<file path="config.mk">
export PLATFORM = sky130hd
export DESIGN_NAME = uart_rx_oversampled
export DESIGN_NICKNAME = d
export VERILOG_FILES = /design/src/rtl/uart_pkg.sv /design/src/rtl/uart_baud_tick.sv /design/src/rtl/uart_rx_oversampled.sv
export SDC_FILE = /design/constraint.sdc
export NUM_CORES = 1
export LEC_CHECK = 0
export CORE_ASPECT_RATIO = 1.4
export CORE_MARGIN = 2
export CORE_UTILIZATION = 55
export DETAILED_ROUTE_END_ITERATION = 16
export GPL_TIMING_DRIVEN = 0
export PLACE_DENSITY_LB_ADDON = 0.08
export SLEW_MARGIN = 10
export SYNTH_ARGS = -nofsm -noshare
export SYNTH_HDL_FRONTEND = slang
export SYNTH_SLANG_ARGS = --single-unit
</file>
<file path="constraint.sdc">
create_clock -name clk -period 2.2 [get_ports clk]
set_input_delay 0.44 -clock clk [delete_from_list [all_inputs] [get_ports clk]]
set_output_delay 0.44 -clock clk [all_outputs]
set_load 0.1 [all_outputs]
</file>
<file path="src/rtl/uart_pkg.sv">
// Shared definitions for the oversampled UART receiver: parity modes, FSM states
// and the parity check helper.
package uart_pkg;

    localparam int PAR_NONE = 0;
    localparam int PAR_ODD  = 1;
    localparam int PAR_EVEN = 2;

    typedef enum logic [2:0] {
        ST_IDLE,
        ST_START,
        ST_DATA,
        ST_PARITY,
        ST_STOP
    } rx_state_t;

    // payload_xor is the XOR reduction of the received payload.
    function automatic logic parity_error(input logic payload_xor, input logic par_bit, input int mode);
        logic total;
        total = payload_xor ^ par_bit;
        if (mode == PAR_ODD)
            return ~total;
        else if (mode == PAR_EVEN)
            return total;
        else
            return 1'b0;
    endfunction

endpackage

</file>
<file path="src/rtl/uart_baud_tick.sv">
// Free-running oversample tick generator: one-cycle tick every
// CLK_FREQ/(BAUD_RATE*OVERSAMPLE) clocks (at least every clock).
module uart_baud_tick #(
    parameter int CLK_FREQ   = 1000000,
    parameter int BAUD_RATE  = 9600,
    parameter int OVERSAMPLE = 16
) (
    input  logic clk,
    input  logic rst,
    output logic tick
);

    localparam int DIV_RAW = CLK_FREQ / (BAUD_RATE * OVERSAMPLE);
    localparam int DIV     = (DIV_RAW < 1) ? 1 : DIV_RAW;
    localparam int CW      = (DIV > 1) ? $clog2(DIV) : 1;
    localparam logic [CW-1:0] CNT_LAST = CW'(DIV - 1);

    logic [CW-1:0] cnt_reg;
    logic          tick_reg;

    always_ff @(posedge clk) begin
        if (rst) begin
            cnt_reg  <= '0;
            tick_reg <= 1'b0;
        end else if (cnt_reg == CNT_LAST) begin
            cnt_reg  <= '0;
            tick_reg <= 1'b1;
        end else begin
            cnt_reg  <= cnt_reg + CW'(1);
            tick_reg <= 1'b0;
        end
    end

    assign tick = tick_reg;

endmodule

</file>
<file path="src/rtl/uart_rx_oversampled.sv">
// Oversampled UART receiver with mid-bit sampling, optional parity, 1/2 stop bits
// and a single-entry valid/ready output holding register with overrun reporting.
module uart_rx_oversampled
    import uart_pkg::*;
#(
    parameter int CLK_FREQ   = 1000000,
    parameter int BAUD_RATE  = 9600,
    parameter int OVERSAMPLE = 16,
    parameter int DATA_BITS  = 8,
    parameter int PARITY     = 0,
    parameter int STOP_BITS  = 1
) (
    input  logic                 clk,
    input  logic                 rst,
    input  logic                 rx,
    output logic [DATA_BITS-1:0] rx_data,
    output logic                 rx_valid,
    input  logic                 rx_ready,
    output logic                 parity_err,
    output logic                 frame_err,
    output logic                 overrun_err,
    output logic                 busy
);

    localparam int SW = $clog2(OVERSAMPLE);
    localparam int BW = (DATA_BITS > 1) ? $clog2(DATA_BITS) : 1;
    localparam logic [SW-1:0] HALF_LAST = SW'(OVERSAMPLE / 2 - 1);
    localparam logic [SW-1:0] FULL_LAST = SW'(OVERSAMPLE - 1);
    localparam logic [BW-1:0] BIT_LAST  = BW'(DATA_BITS - 1);
    localparam logic          STOP_LAST = (STOP_BITS == 2) ? 1'b1 : 1'b0;

    logic tick;

    uart_baud_tick #(
        .CLK_FREQ  (CLK_FREQ),
        .BAUD_RATE (BAUD_RATE),
        .OVERSAMPLE(OVERSAMPLE)
    ) u_baud_tick (
        .clk (clk),
        .rst (rst),
        .tick(tick)
    );

    // Two-flop synchroniser, idle-high on reset so no false start is seen.
    logic rx_meta_reg;
    logic rx_sync_reg;

    always_ff @(posedge clk) begin
        if (rst) begin
            rx_meta_reg <= 1'b1;
            rx_sync_reg <= 1'b1;
        end else begin
            rx_meta_reg <= rx;
            rx_sync_reg <= rx_meta_reg;
        end
    end

    rx_state_t            state_reg, state_next;
    logic [SW-1:0]        sample_cnt_reg, sample_cnt_next;
    logic [BW-1:0]        bit_cnt_reg, bit_cnt_next;
    logic                 stop_cnt_reg, stop_cnt_next;
    logic [DATA_BITS-1:0] shift_reg, shift_next;
    logic                 perr_acc_reg, perr_acc_next;
    logic                 ferr_acc_reg, ferr_acc_next;
    logic                 frame_done;
    logic                 done_ferr;

    always_ff @(posedge clk) begin
        if (rst) begin
            state_reg      <= ST_IDLE;
            sample_cnt_reg <= '0;
            bit_cnt_reg    <= '0;
            stop_cnt_reg   <= 1'b0;
            shift_reg      <= '0;
            perr_acc_reg   <= 1'b0;
            ferr_acc_reg   <= 1'b0;
        end else begin
            state_reg      <= state_next;
            sample_cnt_reg <= sample_cnt_next;
            bit_cnt_reg    <= bit_cnt_next;
            stop_cnt_reg   <= stop_cnt_next;
            shift_reg      <= shift_next;
            perr_acc_reg   <= perr_acc_next;
            ferr_acc_reg   <= ferr_acc_next;
        end
    end

    always_comb begin
        state_next      = state_reg;
        sample_cnt_next = sample_cnt_reg;
        bit_cnt_next    = bit_cnt_reg;
        stop_cnt_next   = stop_cnt_reg;
        shift_next      = shift_reg;
        perr_acc_next   = perr_acc_reg;
        ferr_acc_next   = ferr_acc_reg;
        frame_done      = 1'b0;
        done_ferr       = ferr_acc_reg;

        case (state_reg)
            ST_IDLE: begin
                if (!rx_sync_reg) begin
                    state_next      = ST_START;
                    sample_cnt_next = '0;
                end
            end

            ST_START: begin
                if (tick) begin
                    if (sample_cnt_reg == HALF_LAST) begin
                        sample_cnt_next = '0;
                        if (rx_sync_reg) begin
                            state_next = ST_IDLE;
                        end else begin
                            state_next    = ST_DATA;
                            bit_cnt_next  = '0;
                            perr_acc_next = 1'b0;
                            ferr_acc_next = 1'b0;
                        end
                    end else begin
                        sample_cnt_next = sample_cnt_reg + SW'(1);
                    end
                end
            end

            ST_DATA: begin
                if (tick) begin
                    if (sample_cnt_reg == FULL_LAST) begin
                        sample_cnt_next = '0;
                        shift_next      = {rx_sync_reg, shift_reg[DATA_BITS-1:1]};
                        if (bit_cnt_reg == BIT_LAST) begin
                            state_next    = (PARITY != PAR_NONE) ? ST_PARITY : ST_STOP;
                            stop_cnt_next = 1'b0;
                        end else begin
                            bit_cnt_next = bit_cnt_reg + BW'(1);
                        end
                    end else begin
                        sample_cnt_next = sample_cnt_reg + SW'(1);
                    end
                end
            end

            ST_PARITY: begin
                if (tick) begin
                    if (sample_cnt_reg == FULL_LAST) begin
                        sample_cnt_next = '0;
                        perr_acc_next   = parity_error(^shift_reg, rx_sync_reg, PARITY);
                        state_next      = ST_STOP;
                        stop_cnt_next   = 1'b0;
                    end else begin
                        sample_cnt_next = sample_cnt_reg + SW'(1);
                    end
                end
            end

            ST_STOP: begin
                if (tick) begin
                    if (sample_cnt_reg == FULL_LAST) begin
                        sample_cnt_next = '0;
                        done_ferr       = ferr_acc_reg | ~rx_sync_reg;
                        ferr_acc_next   = done_ferr;
                        if (stop_cnt_reg == STOP_LAST) begin
                            // Return to IDLE at mid-stop so the next start edge is not missed.
                            state_next = ST_IDLE;
                            frame_done = 1'b1;
                        end else begin
                            stop_cnt_next = 1'b1;
                        end
                    end else begin
                        sample_cnt_next = sample_cnt_reg + SW'(1);
                    end
                end
            end

            default: begin
                state_next = ST_IDLE;
            end
        endcase
    end

    logic [DATA_BITS-1:0] rx_data_reg;
    logic                 rx_valid_reg;
    logic                 parity_err_reg;
    logic                 frame_err_reg;
    logic                 overrun_reg;

    // A held frame is only replaced when it is being consumed in the same cycle.
    always_ff @(posedge clk) begin
        if (rst) begin
            rx_data_reg    <= '0;
            rx_valid_reg   <= 1'b0;
            parity_err_reg <= 1'b0;
            frame_err_reg  <= 1'b0;
            overrun_reg    <= 1'b0;
        end else begin
            overrun_reg <= 1'b0;
            if (frame_done && (!rx_valid_reg || rx_ready)) begin
                rx_data_reg    <= shift_reg;
                parity_err_reg <= perr_acc_reg;
                frame_err_reg  <= done_ferr;
                rx_valid_reg   <= 1'b1;
            end else if (frame_done) begin
                overrun_reg <= 1'b1;
            end else if (rx_valid_reg && rx_ready) begin
                rx_valid_reg <= 1'b0;
            end
        end
    end

    assign rx_data     = rx_data_reg;
    assign rx_valid    = rx_valid_reg;
    assign parity_err  = parity_err_reg;
    assign frame_err   = frame_err_reg;
    assign overrun_err = overrun_reg;
    assign busy        = (state_reg != ST_IDLE);

endmodule

</file>
==> reports/qor.yml <==
status: "completed"
fmax_ghz: 0.4649
placementRows: 23
seqPwrFrac: 0.544
detail-route-antenna-nets: 0
crit_type: "reg2out"
firstDrtPassIters: 4
clk_pin_slew_ns: 0.07
drive_gt1_frac: 0.1302
die_width_um: 49.29
ys_ff_latch: 36
ys_async_sr_fraction: 0
ys_seq_area_frac: 0.4564
ys.flop_type: "dfxtp_1"
setup_viol: 0
swShare: 0.2336
cts_setup_buffers: 0
cp.buffers_inverters: 1
cp_slowest_cell: "clkdlybuf4s50_1"
post-route-min-period_ns: 2.151
antennaDiodeCount: 0
setup_tns_ns: 0
synth.distinct_cells: 44
synth_top_area_share: 0.4564
ios: 17
crit_path_end_kind: "primary output"
place_congestion: 0.8286
fill_cells: 251
vias: 1231
crit_path_start_kind: "register"
area_growth_pct: 18.38
worstPathMaxFanout: 1
power_frac_comb: 0.060
final_area_um2: 1869
grt_first_pass_wirelength_um: 5271
cpPeakStageDelay_ns: 1.12
p_sw_uw: 285.8
cts-root-buf: "clkbuf_8"
first_global_vias: 1227
port_buffers: 15
dp_hpwl_um: 2236
fin_skew_ns: 0.007121
p_int_uw: 938.0
cp.arrival_ns: 1.71
cts_buffers: 5
placed_area_um2: 1775
cp.required_ns: 1.76
remaining_drc_errors: 0
final_cell_mix: "dfxtp_1, nor2_1, mux2i_1"
tritoncts: "done"
track_usage: 0.2113
synth_edf_count: 0
hold_class: "reg2reg"
clk_path_buf_depth: 2
yosys.area.top_type: "dfxtp_1"
core_area_um2: 2791
cp_cell_sequence: "clkdlybuf4s50_1"
p_leak_nw: 0.7754
maxCapViolCount: 0
critPathTopFamily: "buffers and inverters"
synthesis.nets: 178
final_common_cell: "dfxtp_1"
finalCritPeriodShare: 0.9778
antenna_found_initial: 0
wl_um: 3012
timing.reg2reg.setup_slack_ns: 0.24
clock-sinks: 36
synthTopCellsByArea: "dfxtp_1, mux2i_1, nor2_1"
die_area_um2: 3322
ir_drop_mv: 0.5731
synth_area_per_cell_um2: 9.343
syn_inst: 169
rsz0062_at_grt: "no"
drt-initial-drc-count: 26
ctsHoldBuffers: 0
post_drt_wl_per_cell_um: 13.15
globalRouteOverflowTotal: 0
slew_headroom: 0.3536
insertion_delay_ns: 0.28
worst_pin_slew_ns: 0.9680
avgViaCountPerCell: 5.376
power_mw: 1.224
synthesis.area_um2: 1579
clkPwrFrac: 0.396
fin_nets: 200
die_h_um: 67.40
h-tree-depth: 2
finalHoldViolations: 0
p_per_area_nw_per_um2: 654.7
grt_max_degree: 12
floorplan.initialDensity: 0.5657
synth_warnings: 0
final-max-slew-violation-count: 0
## timing repair
| item | in CTS | in global routing |
|---|---|---|
| gates resized for setup | 10 | 3 |
| setup endpoints to repair | 8 | 3 |
| cloned | 0 | 0 |
| pin swaps | 0 | 0 |
## cells by family (layout without fill, tap and decap cells)
group,after synthesis,after routing,share of synthesized area
compound gates,22,22,0.09350
xor+xnor,1,1,0.005548
fa+ha+maj,5,5,0.03962
buf+inv,13,36,0.04120
flops,36,36,0.4564
mux,17,17,0.1086
other cells,1,1,0.002375
simple gates,74,74,0.2528
## metrics by stage
step,util,hold WS (ns),cells,setup WS [ns]
6_report,0.6697,0.4179,229,0.04893
5_1_grt,0.6697,0.4584,229,0.007857
4_1_cts,0.6670,0.4199,229,0.0005158
3_5_place_dp,0.6360,0.3981,221,-0.1723
3_3_place_gp,0.6360,0.3958,221,-0.1485
2_1_floorplan,-,0.3895,169,0.4486
## Yosys cell counts, types with 2 or more instances
cell type / n
buf_2: 4
dfxtp_1: 36
or3_1: 3
a31oi_1: 2
clkbuf_1: 3
nor3_1: 6
inv_1: 4
nor2_1: 29
a22o_1: 2
nor2b_1: 3
nand2_1: 11
or2_1: 2
ha_1: 5
o21ai_1: 3
mux2i_1: 16
a21oi_1: 9
nand3_1: 2
or2_2: 3
## path summary, 6_finish.rpt
path	start	endpoint	cells past startpoint
hold reg to reg	rx_meta_reg	rx_sync_reg	1
hold / removal	rx_meta_reg	rx_sync_reg	1
setup / recovery	overrun_err	overrun_err	1
setup reg to reg	sample_cnt_reg[0]	rx_data[4]	7
## power groups by stage
stage               Combinational (mW)  Sequential [mW]  Clock (mW)
CTS                             0.0739            0.666       0.492
floorplan                       0.0553            0.679           0
detailed placement              0.0739            0.681           0
global placement                0.0714            0.680           0
finish                          0.0738            0.666       0.484
global route                    0.0830            0.666       0.518
## routing by layer
layer,global-route usage,part of all wire,up-vias
li1,-,-,626
met1,0.2329,0.44,574
met2,0.3547,0.50,19
met3,0.04867,0.022,12
met4,0.1607,0.037,0
met5,0,0,-
## area by class of cell
class,count,area (um2),share of cell area
Buffer,9,50.05,0.02677
Clock buffer,7,86.33,0.04618
Clock inverter,1,7.507,0.004016
Inverter,4,15.01,0.008032
Multi-Input combinational cell,120,793.3,0.4244
Sequential cell,36,720.7,0.3855
Tap cell,37,46.29,0.02477
Timing Repair Buffer,15,150.1,0.08032
Note: power is estimated with default switching activity, not from simulation.
